--- src/rtl/swire_pkg.sv ---
// Shared types and constants for the swire transmission scheduler.
package swire_pkg;
  localparam int SWIRE_DW = 16;

  localparam logic SEL_B1 = 1'b0;
  localparam logic SEL_B5 = 1'b1;

  typedef enum logic [2:0] {BOOT, IDLE, LAUNCH, WAIT, GAP} state_t;

  typedef struct packed {
    logic                valid;
    logic [SWIRE_DW-1:0] data;
  } strobe_t;
endpackage

--- src/rtl/swire_sched_if.sv ---
// Register-strobe inputs and transmitter handshake of the swire scheduler.
interface swire_sched_if;
  logic                          i_b1_valid;
  logic [swire_pkg::SWIRE_DW-1:0] i_b1_data;
  logic                          i_b5_valid;
  logic [swire_pkg::SWIRE_DW-1:0] i_b5_data;
  logic                          i_tx_done;
  logic                          o_tx_start;
  logic                          o_tx_sel;
  logic [swire_pkg::SWIRE_DW-1:0] o_tx_data;
  logic                          o_busy;
  logic                          o_timeout;

  modport master (
    input  i_b1_valid, i_b1_data, i_b5_valid, i_b5_data, i_tx_done,
    output o_tx_start, o_tx_sel, o_tx_data, o_busy, o_timeout
  );

  modport slave (
    output i_b1_valid, i_b1_data, i_b5_valid, i_b5_data, i_tx_done,
    input  o_tx_start, o_tx_sel, o_tx_data, o_busy, o_timeout
  );
endinterface

--- src/rtl/swire_pend_slot.sv ---
// One pending-update slot: latest-wins data register plus pend flag.
// SWIRE_SCHED_DEDUP_EN suppresses strobes that repeat the last completed word.
module swire_pend_slot
  import swire_pkg::*;
(
  input  logic                clk,
  input  logic                rst,
  input  strobe_t             stb,
  input  logic                clr,
  input  logic                sent,
  input  logic [SWIRE_DW-1:0] sent_word,
  output logic                pend,
  output logic [SWIRE_DW-1:0] data
);
  logic set, wr;

`ifdef SWIRE_SCHED_DEDUP_EN
  logic [SWIRE_DW-1:0] last_sent;

  assign set = stb.valid & (stb.data != last_sent);
  assign wr  = set | (stb.valid & pend);

  // only frames acknowledged by done count as sent; aborts leave it alone
  always_ff @(posedge clk or posedge rst)
    if (rst)       last_sent <= '0;
    else if (sent) last_sent <= sent_word;
`else
  logic unused;

  assign set    = stb.valid;
  assign wr     = stb.valid;
  assign unused = ^{sent, sent_word};
`endif

  // a strobe in the launch cycle keeps pend set so the new word goes next
  always_ff @(posedge clk or posedge rst)
    if (rst) begin
      pend <= 1'b0;
      data <= '0;
    end else begin
      if (wr)       data <= stb.data;
      if (set)      pend <= 1'b1;
      else if (clr) pend <= 1'b0;
    end
endmodule

--- src/rtl/swire_sched.sv ---
// Swire frame scheduler: B1/B5 round-robin, boot hold-off, inter-frame gap,
// done watchdog. Optional SWIRE_SCHED_DEDUP_EN handled in swire_pend_slot.
module swire_sched
  import swire_pkg::*;
#(
  parameter logic [23:0] STARTUP_DLY = 24'hfffff0,
  parameter logic [15:0] GAP_CYCLES  = 16'd380,
  parameter logic [19:0] TX_TIMEOUT  = 20'd760000
) (
  input logic           i_clk_38m,
  input logic           i_reset,
  swire_sched_if.master bus
);
  state_t                   state;
  logic [23:0]              cnt;
  logic [24:0]              cnt_inc;
  logic                     last_sel, sel_nxt, launch;
  logic                     tx_start, tx_sel, busy, timeout;
  logic [SWIRE_DW-1:0]      tx_data;
  strobe_t [1:0]            stb;
  logic [1:0]               pend, clr, done_upd;
  logic [1:0][SWIRE_DW-1:0] slot_data;

  assign stb[SEL_B1] = {bus.i_b1_valid, bus.i_b1_data};
  assign stb[SEL_B5] = {bus.i_b5_valid, bus.i_b5_data};

  // tie goes to the channel not launched last; otherwise the only pending one
  assign sel_nxt = (pend == 2'b11) ? ~last_sel : pend[SEL_B5];
  assign launch  = (state == IDLE) & (|pend);

  for (genvar c = 0; c < 2; c++) begin : g_slot
    localparam logic CH = 1'(c);
    assign clr[c]      = launch & (sel_nxt == CH);
    assign done_upd[c] = (state == WAIT) & bus.i_tx_done & (tx_sel == CH);
    swire_pend_slot u_slot (
      .clk       (i_clk_38m),
      .rst       (i_reset),
      .stb       (stb[c]),
      .clr       (clr[c]),
      .sent      (done_upd[c]),
      .sent_word (tx_data),
      .pend      (pend[c]),
      .data      (slot_data[c])
    );
  end

  // "cnt+1 >= limit" lets a zero limit still spend exactly one cycle in state
  assign cnt_inc = {1'b0, cnt} + 25'd1;

  always_ff @(posedge i_clk_38m or posedge i_reset)
    if (i_reset) begin
      state    <= BOOT;
      cnt      <= '0;
      last_sel <= 1'b1;
      tx_start <= 1'b0;
      tx_sel   <= 1'b0;
      tx_data  <= '0;
      busy     <= 1'b0;
      timeout  <= 1'b0;
    end else begin
      tx_start <= 1'b0;
      if (cnt != '1) cnt <= cnt + 24'd1;
      case (state)
        BOOT:
          if (cnt_inc >= 25'(STARTUP_DLY)) begin
            state <= IDLE;
            cnt   <= '0;
          end
        IDLE: begin
          cnt <= '0;
          if (launch) begin
            state    <= LAUNCH;
            tx_start <= 1'b1;
            tx_sel   <= sel_nxt;
            tx_data  <= slot_data[sel_nxt];
            last_sel <= sel_nxt;
            busy     <= 1'b1;
          end
        end
        LAUNCH: begin
          state <= WAIT;
          cnt   <= '0;
        end
        WAIT:
          if (bus.i_tx_done) begin
            state <= GAP;
            cnt   <= '0;
          end else if (cnt_inc >= 25'(TX_TIMEOUT)) begin
            state   <= GAP;
            cnt     <= '0;
            timeout <= 1'b1;
          end
        GAP:
          if (cnt_inc >= 25'(GAP_CYCLES)) begin
            state <= IDLE;
            cnt   <= '0;
            busy  <= 1'b0;
          end
        default: begin
          state <= BOOT;
          cnt   <= '0;
        end
      endcase
    end

  assign bus.o_tx_start = tx_start;
  assign bus.o_tx_sel   = tx_sel;
  assign bus.o_tx_data  = tx_data;
  assign bus.o_busy     = busy;
  assign bus.o_timeout  = timeout;
endmodule

--- src/flat_wrapper.sv ---
// flat-port wrapper written by rule: the top's interface ports become plain ports
module swire_sched_flat import swire_pkg::*;
#(
  parameter logic [23:0] STARTUP_DLY = 24'hfffff0,
  parameter logic [15:0] GAP_CYCLES  = 16'd380,
  parameter logic [19:0] TX_TIMEOUT  = 20'd760000
)
  (i_clk_38m, i_reset, bus_i_b1_valid, bus_i_b1_data, bus_i_b5_valid, bus_i_b5_data, bus_i_tx_done, bus_o_tx_start, bus_o_tx_sel, bus_o_tx_data, bus_o_busy, bus_o_timeout);
  swire_sched_if bus_i ();
  input logic i_clk_38m;
  input logic i_reset;
  input wire logic [$bits(bus_i.i_b1_valid)-1:0] bus_i_b1_valid;
  input wire logic [$bits(bus_i.i_b1_data)-1:0] bus_i_b1_data;
  input wire logic [$bits(bus_i.i_b5_valid)-1:0] bus_i_b5_valid;
  input wire logic [$bits(bus_i.i_b5_data)-1:0] bus_i_b5_data;
  input wire logic [$bits(bus_i.i_tx_done)-1:0] bus_i_tx_done;
  output wire logic [$bits(bus_i.o_tx_start)-1:0] bus_o_tx_start;
  output wire logic [$bits(bus_i.o_tx_sel)-1:0] bus_o_tx_sel;
  output wire logic [$bits(bus_i.o_tx_data)-1:0] bus_o_tx_data;
  output wire logic [$bits(bus_i.o_busy)-1:0] bus_o_busy;
  output wire logic [$bits(bus_i.o_timeout)-1:0] bus_o_timeout;
  assign bus_i.i_b1_valid = bus_i_b1_valid;
  assign bus_i.i_b1_data = bus_i_b1_data;
  assign bus_i.i_b5_valid = bus_i_b5_valid;
  assign bus_i.i_b5_data = bus_i_b5_data;
  assign bus_i.i_tx_done = bus_i_tx_done;
  assign bus_o_tx_start = bus_i.o_tx_start;
  assign bus_o_tx_sel = bus_i.o_tx_sel;
  assign bus_o_tx_data = bus_i.o_tx_data;
  assign bus_o_busy = bus_i.o_busy;
  assign bus_o_timeout = bus_i.o_timeout;
  swire_sched #(.STARTUP_DLY(STARTUP_DLY), .GAP_CYCLES(GAP_CYCLES), .TX_TIMEOUT(TX_TIMEOUT)) u_core (.i_clk_38m(i_clk_38m), .i_reset(i_reset), .bus(bus_i));
endmodule
--- config.mk ---
export PLATFORM = sky130hd
export DESIGN_NAME = swire_sched_flat
export DESIGN_NICKNAME = d
export VERILOG_FILES = /design/src/rtl/swire_pkg.sv /design/src/rtl/swire_sched_if.sv /design/src/rtl/swire_pend_slot.sv /design/src/rtl/swire_sched.sv /design/src/flat_wrapper.sv
export SDC_FILE = /design/constraint.sdc
export NUM_CORES = 1
export LEC_CHECK = 0
export CAP_MARGIN = 15
export CORE_UTILIZATION = 52
export CTS_BUF_LIST = sky130_fd_sc_hd__clkbuf_2
export CTS_CLUSTER_DIAMETER = 100
export CTS_CLUSTER_SIZE = 14
export DETAILED_ROUTE_END_ITERATION = 16
export PLACE_DENSITY = 0.76
export RECOVER_POWER = 100
export REMOVE_ABC_BUFFERS = 1
export SYNTH_ARGS = -nofsm -noshare
export SYNTH_HDL_FRONTEND = slang
export SYNTH_SLANG_ARGS = --single-unit
--- constraint.sdc ---
create_clock -name i_clk_38m -period 3 [get_ports i_clk_38m]
set_input_delay 0.3 -clock i_clk_38m [delete_from_list [all_inputs] [get_ports i_clk_38m]]
set_output_delay 0.3 -clock i_clk_38m [all_outputs]
set_load 0.01 [all_outputs]
==> parameters.txt <==
Parameter                              Value

Detailed routing
  Number of vias per cell after detailed routing ... between 6 and 7
  Via count ... 3899
  Routed len/inst ... 19.7 um
  Number of detailed-routing iterations run before antenna repair ... 5
  DRT Wirelength ... roughly 12000 um
  Initial drt markers ... roughly 360
  Number of nets still failing antenna checks after routing ... 0
  DRC errors left ... 0

Floorplanning
  Die X-Extent ... 95.0 um
  Total Die Area ... ~9000 um2
  Initial core utilization ... ~54%
  Total core area ... between 8000 and 9000 um2
  Number of I/O pins ... between 50 and 60
  Count of standard-cell rows ... 33
  Vertical die dimension ... ~95 um

Placed design
  HPWL after detailed placement ... between 8000 and 9000 um
  Placed cells ... between 500 and 600
  Number of buffer cells added on primary ports ... between 50 and 60
  Weighted congestion at the end of routability-driven global placement ... 1.00

Setup path
  CP Data Required Time ... around 3.4 ns
  Max Fanout on Critical Path ... 4
  CP endpoint kind ... flop
  Crit start category ... flop
  Crit path arrival time ... 3.43 ns
  Setup Crit Path Kind ... flop to flop

Synthesis
  Combined area of all synthesized cells ... 4500 um2
  Share of synthesized flip-flops with an asynchronous set or reset ... 100%
  Avg Inst Size Synth ... approximately 11 um2
  Synth warn ... 0
  Number of enable-type register cells in the synthesized netlist ... 0
  Number of cells produced by synthesis ... 423
  Count of state elements after synthesis ... 82
  Most used flip-flop cell after synthesis ... sky130_fd_sc_hd__dfrtp_1
  Sequential element share of the synthesized area ... 45.7%
  Number of distinct library cell variants in the gate-level netlist after synthesis ... between 60 and 70

STA
  Number of hold violations in the final report ... 0
  Setup repair after global routing missed its margin ... yes
  Final Cycle Share ... 100%
  Fmax ... roughly 330 MHz
  Clock period minus final worst setup slack ... roughly 3 ns
  Setup TNS ... -0.0444 ns
  Setup Skew ... 0.0398 ns
  Worst slew margin ... -15.7%
  Final max-slew violation count ... between 40 and 50
  Tightest Pin Transition ... between 1.5 and 2 ns
  Final setup violation count ... 6
  Worst Slack Setup Final ... -0.0107 ns

GRT
  Initial antenna violation count ... 0
  Maximum number of pins on one net before global-route repair ... a little over 40
  Aggregate global routing overflow ... 0
  Global-route wire length before repair ... between 15000 and 20000 um
  GRT Resource Usage Total ... 27.0%
  Vias in the first global route ... 3679

Power
  Max rail drop VDD ... 179 uV
  Leak pwr ... ~2.5 nW
  Final Power ... roughly 0.0019 W
  Cell Pwr Density ... 333 nW/um2

Run status
  Status ... finished with violations
  Violations in the final reports ... max-capacitance violations, max-slew violations, negative setup slack

Finish
  Top library cells by usage in the layout, fill and taps aside ... sky130_fd_sc_hd__dfrtp_1 (79), sky130_fd_sc_hd__buf_4 (40), sky130_fd_sc_hd__mux2_2 (33), sky130_fd_sc_hd__clkdlybuf4s50_1 (33), sky130_fd_sc_hd__inv_1 (24)
  Share of final-layout standard cells stronger than drive strength 1 ... around 27%
  Diodes inserted ... 0
  Count of non-filler cells in the finished layout ... 615
  Synthesis-to-layout area growth ... 26.4%
  Most common library cell in the layout ignoring fill and taps ... sky130_fd_sc_hd__dfrtp_1
  Final layout net count ... between 500 and 600

Clock network
  Hold-fix buffers, CTS ... 0
  Bufs on Longest Clock Path ... 2
  CTS Sinks ... 82
  Number of buffers inserted during clock tree synthesis ... 9
  Later-pin clock latency in the skew report ... 0.52 ns
  TritonCTS clock tree ... yes
  Library cell used as clock root buffer ... sky130_fd_sc_hd__clkbuf_2
  Number of H-tree levels ... 3
  Clock-pin slew reported for the worst setup and hold paths after clock tree synthesis ... 0.24 ns

Hold path
  Class of the tightest hold or removal check ... input pin to flop

Flow run
  Max-cap violation count ... 1
cell type report:
cell class	count	area, um2
clock buffers	10	50.0
clock inverters	6	63.8
fillers	618	2610
inverters	25	95.1
multi-input cells	279	2270
flip-flops and latches	82	2060
well taps	105	131
repair buffers	108	1020
per-layer routing:
| metal | wire length [um] | global-route usage (%) | vias up |
|---|---|---|---|
| met4 | 232 | 8.59 | 0 |
| met5 | 0 | 0 | - |
| met2 | 5610 | 41.8 | 180 |
| met1 | 5340 | 37.6 | 1921 |
| met3 | 940 | 5.80 | 24 |
| li1 | - | - | 1774 |
repair_timing:
item                                    CTS  global route
resized for setup                         0            30
hold endpoints to repair                  0             0
buffers inserted                          0             5
endpoints found under the setup margin    0            26
kinds of logic after synthesis:
family          Yosys count  synth area share (%)
simple gates            124                  16.0
compound gates          100                  18.9
flops                    82                  45.7
buf+inv                  62                  6.71
mux                      35                  8.71
xor+xnor                 19                  3.70
fa+ha+maj                 1                 0.278
synthesized netlist by cell type (all sizes together) (3+ instances only):
cell | count | area (um2)
o211ai | 3 | 22.5
o21ai | 14 | 73.8
o22ai | 3 | 18.8
nor3 | 9 | 45.0
nand4 | 16 | 106
xnor2 | 12 | 105
a32oi | 15 | 199
xor2 | 7 | 61.3
a222oi | 16 | 160
nor4 | 9 | 62.6
or3 | 3 | 18.8
inv | 25 | 93.8
and3 | 5 | 31.3
dfrtp | 81 | 2030
nand2b | 4 | 25.0
nor2 | 21 | 78.8
nand2 | 14 | 52.6
and4 | 3 | 26.3
nand3 | 20 | 113
mux2 | 33 | 372
a21o | 4 | 30.0
o31ai | 3 | 22.5
buf | 19 | 139
nand4b | 3 | 26.3
nand3b | 3 | 22.5
clkbuf | 18 | 68.8
a21oi | 10 | 50.1
a31oi | 12 | 90.1
and2 | 5 | 31.3
state kept, by name, summed over array words and instances (netlist names):
| name | flops |
|---|---|
| u_core.bus.o_busy | 1 |
| u_core.bus.o_timeout | 1 |
| u_core.bus.o_tx_data | 16 |
| u_core.bus.o_tx_sel | 1 |
| u_core.bus.o_tx_start | 1 |
| u_core.cnt | 24 |
| u_core.g_slot.u_slot.data | 32 |
| u_core.g_slot.u_slot.pend | 2 |
| u_core.last_sel | 1 |
| u_core.state | 3 |
path summary, 6_finish.rpt:
kind                                                   from                                          end  slack [ns]  depth (start not counted)
max                                 u_core.cnt[1]$_DFF_PP0_                      u_core.cnt[6]$_DFF_PP0_       -0.01                          9
max reg2reg                         u_core.cnt[1]$_DFF_PP0_                      u_core.cnt[6]$_DFF_PP0_       -0.01                          9
max in group asynchronous                           i_reset                      u_core.cnt[7]$_DFF_PP0_        0.54                          3
min reg2reg                u_core.bus.o_timeout$_DFFE_PP0P_             u_core.bus.o_timeout$_DFFE_PP0P_        0.49                          1
min in group asynchronous                           i_reset                     u_core.cnt[12]$_DFF_PP0_        0.61                          2
min                                        bus_i_b1_data[3]  u_core.g_slot[0].u_slot.data[3]$_DFFE_PP0P_        0.36                          2
power breakdown:
part           switching (W)  leakage, nW  internal (W)
Clock               0.000395       0.0704      0.000198
Combinational      0.0000479         1.41     0.0000801
Sequential         0.0000223         1.05       0.00115
worst max-delay path, cell delays in order, from the launching register on:
cell and delay [ns]:
sky130_fd_sc_hd__dfrtp_1 0.47, sky130_fd_sc_hd__ha_4 0.18, sky130_fd_sc_hd__nand4_1 0.13, sky130_fd_sc_hd__or4_4 0.59
sky130_fd_sc_hd__xnor2_2 0.15, sky130_fd_sc_hd__or4b_4 0.47, sky130_fd_sc_hd__o211ai_1 0.23, sky130_fd_sc_hd__o2111ai_4 0.30
sky130_fd_sc_hd__clkbuf_16 0.24, sky130_fd_sc_hd__a31oi_1 0.17
per-stage QoR:
step	setup slack (ns)	hold slack, ns	area [um2]	utilization (%)
finish	-0.0107	0.363	5690	68.5
global route	-0.124	0.327	5690	68.5
CTS	0.00137	0.123	5470	65.9
detailed placement	0.0501	0.451	5360	64.6
global placement	0.0782	0.441	5360	64.6
floorplan	-0.563	0.414	4290	-
Note: power is estimated with default switching activity, not from simulation.
